<file path="config.mk">
export PLATFORM = sky130hd
export DESIGN_NAME = decode_stage
export DESIGN_NICKNAME = d
export VERILOG_FILES = /design/src/rtl/decode_stage.sv
export SDC_FILE = /design/constraint.sdc
export NUM_CORES = 1
export LEC_CHECK = 0
export BUFFER_PORTS_ARGS = -buffer_cell sky130_fd_sc_hd__buf_2
export CAP_MARGIN = 20
export CORE_ASPECT_RATIO = 0.7
export CORE_MARGIN = 2
export CORE_UTILIZATION = 30
export CTS_BUF_LIST = sky130_fd_sc_hd__clkbuf_8 sky130_fd_sc_hd__clkbuf_16
export CTS_CLUSTER_DIAMETER = 120
export DETAILED_ROUTE_END_ITERATION = 8
export PLACE_DENSITY = 0.53
export SYNTH_ARGS = -nofsm -noshare
export SYNTH_HDL_FRONTEND = slang
export SYNTH_SLANG_ARGS = --single-unit
</file>
<file path="constraint.sdc">
create_clock -name clk_in -period 8.3 [get_ports clk_in]
set_input_delay 0.83 -clock clk_in [delete_from_list [all_inputs] [get_ports clk_in]]
set_output_delay 0.83 -clock clk_in [all_outputs]
set_load 0.1 [all_outputs]
</file>
<file path="src/rtl/decode_stage.sv">
// RV32I decode stage: turns one instruction word into a registered control bundle.
// Latency 1 cycle from accept to out_valid; one bundle register, 1 instr/cycle sustained.
// Backpressure: in_ready = !out_valid | out_ready; a stalled bundle holds every output stable.
module decode_stage (
  input  logic        clk_in,
  input  logic        rst_in,
  input  logic        flush_in,
  input  logic        in_valid,
  output logic        in_ready,
  input  logic [31:0] in_instr,
  input  logic [31:0] in_pc,
  output logic        out_valid,
  input  logic        out_ready,
  output logic [3:0]  alu_ctrl,
  output logic        alu_src,
  output logic [31:0] imm,
  output logic [31:0] pc_out,
  output logic [4:0]  rs1,
  output logic [4:0]  rs2,
  output logic [4:0]  rd,
  output logic        reg_write,
  output logic        is_load,
  output logic        is_store,
  output logic        is_branch,
  output logic        is_jal,
  output logic        is_jalr,
  output logic [2:0]  funct3_out,
  output logic        illegal
);

  // ALU operation codes seen by the execute stage.
  localparam logic [3:0] ALU_ADD   = 4'b0000;
  localparam logic [3:0] ALU_SUB   = 4'b0001;
  localparam logic [3:0] ALU_AND   = 4'b0010;
  localparam logic [3:0] ALU_OR    = 4'b0011;
  localparam logic [3:0] ALU_XOR   = 4'b0100;
  localparam logic [3:0] ALU_SLL   = 4'b0101;
  localparam logic [3:0] ALU_SRL   = 4'b0110;
  localparam logic [3:0] ALU_SRA   = 4'b0111;
  localparam logic [3:0] ALU_SLT   = 4'b1000;
  localparam logic [3:0] ALU_SLTU  = 4'b1001;
  localparam logic [3:0] ALU_LUI   = 4'b1010;
  localparam logic [3:0] ALU_AUIPC = 4'b1011;

  // Major opcodes decoded by this stage; anything else is flagged illegal.
  localparam logic [6:0] OPC_OP_IMM = 7'b0010011;
  localparam logic [6:0] OPC_OP     = 7'b0110011;
  localparam logic [6:0] OPC_LUI    = 7'b0110111;
  localparam logic [6:0] OPC_AUIPC  = 7'b0010111;
  localparam logic [6:0] OPC_LOAD   = 7'b0000011;
  localparam logic [6:0] OPC_STORE  = 7'b0100011;
  localparam logic [6:0] OPC_BRANCH = 7'b1100011;
  localparam logic [6:0] OPC_JAL    = 7'b1101111;
  localparam logic [6:0] OPC_JALR   = 7'b1100111;

  localparam logic [6:0] F7_BASE = 7'b0000000;
  localparam logic [6:0] F7_ALT  = 7'b0100000;

  // Which immediate layout the current opcode uses.
  typedef enum logic [2:0] {
    IMM_NONE,
    IMM_I,
    IMM_S,
    IMM_B,
    IMM_U,
    IMM_J
  } imm_fmt_t;

  // Everything the execute stage needs, captured together in one register.
  typedef struct packed {
    logic [3:0]  alu_ctrl;
    logic        alu_src;
    logic [31:0] imm;
    logic [31:0] pc;
    logic [4:0]  rs1;
    logic [4:0]  rs2;
    logic [4:0]  rd;
    logic        reg_write;
    logic        is_load;
    logic        is_store;
    logic        is_branch;
    logic        is_jal;
    logic        is_jalr;
    logic [2:0]  funct3;
    logic        illegal;
  } bundle_t;

  // Instruction fields.
  logic [6:0] f_opcode;
  logic [4:0] f_rd;
  logic [2:0] f_funct3;
  logic [4:0] f_rs1;
  logic [4:0] f_rs2;
  logic [6:0] f_funct7;

  assign f_opcode = in_instr[6:0];
  assign f_rd     = in_instr[11:7];
  assign f_funct3 = in_instr[14:12];
  assign f_rs1    = in_instr[19:15];
  assign f_rs2    = in_instr[24:20];
  assign f_funct7 = in_instr[31:25];

  // All immediate layouts, sign-extended from bit 31.
  logic [31:0] imm_i;
  logic [31:0] imm_s;
  logic [31:0] imm_b;
  logic [31:0] imm_u;
  logic [31:0] imm_j;

  assign imm_i = {{20{in_instr[31]}}, in_instr[31:20]};
  assign imm_s = {{20{in_instr[31]}}, in_instr[31:25], in_instr[11:7]};
  assign imm_b = {{19{in_instr[31]}}, in_instr[31], in_instr[7], in_instr[30:25],
                  in_instr[11:8], 1'b0};
  assign imm_u = {in_instr[31:12], 12'b0};
  assign imm_j = {{11{in_instr[31]}}, in_instr[31], in_instr[19:12], in_instr[20],
                  in_instr[30:21], 1'b0};

  // Shared funct3 -> ALU op mapping for the register and immediate ALU forms.
  function automatic logic [3:0] base_alu_op(input logic [2:0] f3);
    logic [3:0] op;
    case (f3)
      3'b000:  op = ALU_ADD;
      3'b001:  op = ALU_SLL;
      3'b010:  op = ALU_SLT;
      3'b011:  op = ALU_SLTU;
      3'b100:  op = ALU_XOR;
      3'b101:  op = ALU_SRL;
      3'b110:  op = ALU_OR;
      default: op = ALU_AND;
    endcase
    return op;
  endfunction

  // Raw per-opcode decode, before the illegal-encoding squash.
  logic [3:0] dec_alu;
  logic       dec_src;
  imm_fmt_t   dec_fmt;
  logic       dec_wr;
  logic       dec_load;
  logic       dec_store;
  logic       dec_branch;
  logic       dec_jal;
  logic       dec_jalr;
  logic       dec_bad;

  // Classify the opcode and pick ALU op, operand source and immediate layout.
  always_comb begin
    dec_alu    = ALU_ADD;
    dec_src    = 1'b0;
    dec_fmt    = IMM_NONE;
    dec_wr     = 1'b0;
    dec_load   = 1'b0;
    dec_store  = 1'b0;
    dec_branch = 1'b0;
    dec_jal    = 1'b0;
    dec_jalr   = 1'b0;
    dec_bad    = 1'b0;
    case (f_opcode)
      OPC_OP_IMM: begin
        dec_src = 1'b1;
        dec_fmt = IMM_I;
        dec_wr  = 1'b1;
        dec_alu = base_alu_op(f_funct3);
        if (f_funct3 == 3'b001) begin
          dec_bad = (f_funct7 != F7_BASE);
        end else if (f_funct3 == 3'b101) begin
          if (f_funct7 == F7_ALT) begin
            dec_alu = ALU_SRA;
          end else if (f_funct7 != F7_BASE) begin
            dec_bad = 1'b1;
          end
        end
      end
      OPC_OP: begin
        dec_wr = 1'b1;
        if (f_funct7 == F7_BASE) begin
          dec_alu = base_alu_op(f_funct3);
        end else if (f_funct7 == F7_ALT) begin
          case (f_funct3)
            3'b000:  dec_alu = ALU_SUB;
            3'b101:  dec_alu = ALU_SRA;
            default: dec_bad = 1'b1;
          endcase
        end else begin
          dec_bad = 1'b1;
        end
      end
      OPC_LUI: begin
        dec_alu = ALU_LUI;
        dec_src = 1'b1;
        dec_fmt = IMM_U;
        dec_wr  = 1'b1;
      end
      OPC_AUIPC: begin
        dec_alu = ALU_AUIPC;
        dec_src = 1'b1;
        dec_fmt = IMM_U;
        dec_wr  = 1'b1;
      end
      OPC_LOAD: begin
        dec_src  = 1'b1;
        dec_fmt  = IMM_I;
        dec_wr   = 1'b1;
        dec_load = 1'b1;
        // LB, LH, LW, LBU, LHU only.
        dec_bad  = (f_funct3 == 3'b011) || (f_funct3 == 3'b110) || (f_funct3 == 3'b111);
      end
      OPC_STORE: begin
        dec_src   = 1'b1;
        dec_fmt   = IMM_S;
        dec_store = 1'b1;
        // SB, SH, SW only.
        dec_bad   = f_funct3[2] || (f_funct3 == 3'b011);
      end
      OPC_BRANCH: begin
        dec_alu    = ALU_SUB;
        dec_fmt    = IMM_B;
        dec_branch = 1'b1;
        // funct3 010 and 011 are unassigned branch conditions.
        dec_bad    = (f_funct3[2:1] == 2'b01);
      end
      OPC_JAL: begin
        dec_src = 1'b1;
        dec_fmt = IMM_J;
        dec_wr  = 1'b1;
        dec_jal = 1'b1;
      end
      OPC_JALR: begin
        dec_src  = 1'b1;
        dec_fmt  = IMM_I;
        dec_wr   = 1'b1;
        dec_jalr = 1'b1;
      end
      default: begin
        dec_bad = 1'b1;
      end
    endcase
  end

  // Immediate select driven by the layout chosen above.
  logic [31:0] imm_val;

  // Route the selected immediate layout; register-register ops carry zero.
  always_comb begin
    imm_val = 32'd0;
    case (dec_fmt)
      IMM_I:   imm_val = imm_i;
      IMM_S:   imm_val = imm_s;
      IMM_B:   imm_val = imm_b;
      IMM_U:   imm_val = imm_u;
      IMM_J:   imm_val = imm_j;
      default: imm_val = 32'd0;
    endcase
  end

  bundle_t nxt;

  // Assemble the bundle; an illegal encoding keeps only the raw fields and the flag,
  // so nothing downstream can write a register or touch memory on it.
  always_comb begin
    nxt         = '0;
    nxt.pc      = in_pc;
    nxt.rs1     = f_rs1;
    nxt.rs2     = f_rs2;
    nxt.rd      = f_rd;
    nxt.funct3  = f_funct3;
    nxt.illegal = dec_bad;
    if (!dec_bad) begin
      nxt.alu_ctrl  = dec_alu;
      nxt.alu_src   = dec_src;
      nxt.imm       = imm_val;
      nxt.is_load   = dec_load;
      nxt.is_store  = dec_store;
      nxt.is_branch = dec_branch;
      nxt.is_jal    = dec_jal;
      nxt.is_jalr   = dec_jalr;
      // x0 is hardwired, so a write to it is simply dropped.
      nxt.reg_write = dec_wr && (f_rd != 5'd0);
    end
  end

  // Handshake: the single register can take a new bundle whenever it is empty or draining.
  logic    valid_q;
  bundle_t bundle_q;
  logic    accept;

  assign in_ready = !valid_q || out_ready;
  assign accept   = in_valid && in_ready;

  // Output register; flush beats accept, and the bundle only loads on accept so a stall holds it.
  always_ff @(posedge clk_in or posedge rst_in) begin
    if (rst_in) begin
      valid_q  <= 1'b0;
      bundle_q <= '0;
    end else if (flush_in) begin
      valid_q  <= 1'b0;
    end else if (accept) begin
      valid_q  <= 1'b1;
      bundle_q <= nxt;
    end else if (out_ready) begin
      valid_q  <= 1'b0;
    end
  end

  assign out_valid  = valid_q;
  assign alu_ctrl   = bundle_q.alu_ctrl;
  assign alu_src    = bundle_q.alu_src;
  assign imm        = bundle_q.imm;
  assign pc_out     = bundle_q.pc;
  assign rs1        = bundle_q.rs1;
  assign rs2        = bundle_q.rs2;
  assign rd         = bundle_q.rd;
  assign reg_write  = bundle_q.reg_write;
  assign is_load    = bundle_q.is_load;
  assign is_store   = bundle_q.is_store;
  assign is_branch  = bundle_q.is_branch;
  assign is_jal     = bundle_q.is_jal;
  assign is_jalr    = bundle_q.is_jalr;
  assign funct3_out = bundle_q.funct3;
  assign illegal    = bundle_q.illegal;

endmodule

</file>
==> impl_metrics.yaml <==
status:
  status: "finished clean"
grt:
  grt_pass1_wl_um: 21300
  first_global_vias: 3801
  grt-ovfl-total: 0
  grt.total_usage_pct: 17.5
  grt_max_degree: 96
  antenna_found_initial: 0
timing:
  drv_slew: 0
  setup_viol: 0
  finalCritPeriodShare_pct: 35.2
  tightestPinTransition_ns: 1.00
  relSlewSlack_pct: 33.0
  fmaxAchievable_mhz: 342
  fin_crit_ns: 2.92
  clock-skew-final_ns: 0.00709
  final.setup.tns_ns: 0
  hold_viol_final: 0
  worst_slack_ns: 5.38
  rsz0062_at_grt: "false"
route:
  drt_wl_total_um: 13300
  drc: 0
  viasPerCell: 4.84
  dr_total_vias: 3960
  wl_per_cell_um: 16.3
  drt_iter0_markers: 290
  first_pass_iters: 5
  postRouteAntennaNets: 0
power:
  combinationalPowerShare_pct: 31.1
  powerDensity_mw_per_mm2: 246
  p_sw_uw: 560
  power_frac_clock_pct: 31.4
  internal_power_uw: 821
  vdd_drop_max_v: 0.000113
  switching_share_pct: 40.5
  p_seq_share_pct: 37.5
  p_leak_nw: 2.95
die:
  num_io_pins: 165
  core-area_sq_mm: 0.0141
  die_h_um: 105
  fp-row-count: 36
  die-area_sq_mm: 0.0156
  initial_core_util_pct: 31.2
  chipWidth_um: 149
synthesis:
  seq_area_frac_synth_pct: 54.1
  synth_edf_count: 0
  ys.flop_type: "dfrtp_1"
  syn_area_sq_mm: 0.00439
  synth_top_area_share_pct: 54.1
  synthesis.nets: 546
  synth_top_area_cell: "dfrtp_1"
  synth.area.top_cells: "dfrtp_1 (54%), nand2_1 (17%), o21ai_0 (2.4%)"
  postSynthCellCount: 477
  avgSynthCellArea_sq_um: 9.21
  yosys_warnings: 0
  ys_async_sr_fraction_pct: 100
  ys_types: 54
  synth-seq-cells: 95
clock_network:
  h-tree-depth: 3
  clkSlewWorstSetupHoldPaths_ns: 0.07
  cts_tree: "done"
  cts_max_path_buffers: 2
  postCtsSetupRepairBufs: 0
  clock-sinks: 95
  cts_made_buffers: 9
  ctsRootBufferMaster: "clkbuf_16"
  holdBufCountCts: 0
  cts_resized: 0
  clock_latency_ns: 0.34
placement:
  routabilityCongestion: 0.819
  dpl_cell_area_sq_mm: 0.00531
  dp_slack_ns: 5.03
  port_buffers: 164
  dp_hpwl_um: 9470
layout:
  regArea_sq_mm: 0.00238
  antenna_cells: 0
  nets: 693
  drive_above_1_share_pct: 34.2
  n_fill_cell: 1453
  finalInstanceArea_sq_mm: 0.00562
  area_delta_synth_final_pct: 27.9
  multi_input_area_sq_mm: 0.00183
worst_setup_path:
  crit_path_end_kind: "flip-flop"
  cp.required_ns: 8.54
  crit_type: "input port to flip-flop"
  crit_arrival_ns: 3.16
  timing.rr.start: "out_valid$_DFFE_PP0P_"
  startpoint: "in_instr[25]"
  rr_worst_depth: 7
  setup.worst_path.start_class: "input port"
  crit_fanout: 17
hold_path:
  hold_path.class: "flip-flop to flip-flop"
  min_from: "pc_out[14]$_DFFE_PP0P_"
  holdPathStages: 2
job:
  max_cap_viol_count: 0
==> worst paths after layout <==
path | slack (ns) | endpoint
setup / recovery | 5.38 | is_load$_DFFE_PP0P_
hold / removal | 0.47 | pc_out[14]$_DFFE_PP0P_
setup reg to reg | 5.92 | is_load$_DFFE_PP0P_
hold reg to reg | 0.47 | pc_out[14]$_DFFE_PP0P_
max in group asynchronous | 6.68 | imm[22]$_DFFE_PP0P_
min in group asynchronous | 0.52 | reg_write$_DFFE_PP0P_
==> layout by cell type (no fill, tap or decap), drive strengths merged, types with 2 or more instances in the layout <==
cell type | netlist | layout
a22oi | 5 | 5
a32oi | 2 | 2
and2 | 3 | 3
a21oi | 23 | 23
bufinv | 0 | 2
a211oi | 2 | 2
nor2 | 14 | 14
a31oi | 5 | 5
nor3 | 3 | 3
o32ai | 2 | 2
o21ai | 32 | 32
nor2b | 8 | 8
a32o | 9 | 9
a22o | 3 | 3
o31ai | 4 | 4
inv | 4 | 8
nor4b | 2 | 2
and3b | 3 | 3
nand3 | 4 | 4
buf | 15 | 168
nand2 | 195 | 195
nor3b | 2 | 2
dfrtp | 95 | 95
clkbuf | 17 | 9
a2111oi | 2 | 2
nor4 | 2 | 2
and2b | 2 | 2
and3 | 4 | 4
nand2b | 4 | 4
==> through the flow <==
step / instances / total power [mW] / hold slack (ns) / util [%]
after global placement: 803 / 0.955 / 0.453 / 37.7
after global routing: 819 / 1.44 / 0.487 / 39.9
after CTS: 819 / 1.40 / 0.472 / 39.9
final: 819 / 1.38 / 0.467 / 39.9
after floorplan: 477 / 0.872 / 0.896 / -
after detailed placement: 803 / 0.959 / 0.456 / 37.7
==> power by group through the flow <==
stage | sequential (mW) | clock [mW] | combinational (mW)
global route | 0.523 | 0.464 | 0.450
detailed placement | 0.527 | 0 | 0.432
floorplan | 0.798 | 0 | 0.0739
finish | 0.518 | 0.434 | 0.430
CTS | 0.519 | 0.446 | 0.432
global placement | 0.526 | 0 | 0.429
==> synthesized netlist by cell type (all sizes together) (3+ instances only) <==
library cell,n
buf,15
and3b,3
nor2,14
nor3,3
and3,4
nor2b,8
nand2b,4
and2,3
o21ai,32
dfrtp,95
nand3,4
a22oi,5
a22o,3
a21oi,23
clkbuf,17
inv,4
o31ai,4
nand2,195
a32o,9
a31oi,5
==> critical path, stage by stage <==
cell and delay, ns:
buf_2 0.12, nor4_1 0.83, a311oi_1 0.22, nand2b_1 0.52, buf_4 0.39, o41ai_1 0.24
==> routing by layer <==
metal  global-route usage (%)  routed length [um]
met5                        0                   0
met4                     3.88                 115
met3                     4.94                 789
met2                     26.3                6040
met1                     25.2                6380
==> cell type report <==
class	count	area share [%]
inverter	4	0.312
tap	190	4.23
clock buffer	9	4.01
multi-input combinational	346	32.6
timing repair buffer	168	15.1
clock inverter	7	1.47
sequential	95	42.3
==> state kept, by name (all words and copies together) (netlist names) <==
| name | flops |
|---|---|
| reg_write | 1 |
| pc_out | 32 |
| is_branch | 1 |
| imm | 32 |
| rs1 | 5 |
| rd | 5 |
| funct3_out | 3 |
| is_jalr | 1 |
| is_jal | 1 |
| is_load | 1 |
| alu_src | 1 |
| out_valid | 1 |
| is_store | 1 |
| alu_ctrl | 4 |
| rs2 | 5 |
| illegal | 1 |
==> logic make-up (layout without fill, tap and decap cells) <==
kind of cell,after synthesis,in the layout,share of synthesized area (%)
xor+xnor,1,1,0.199
simple gates,250,250,25.1
flops,95,95,54.1
mux,1,1,0.342
compound gates,94,94,15.9
buf+inv,36,188,4.36
(Power assumes the default switching activity.)
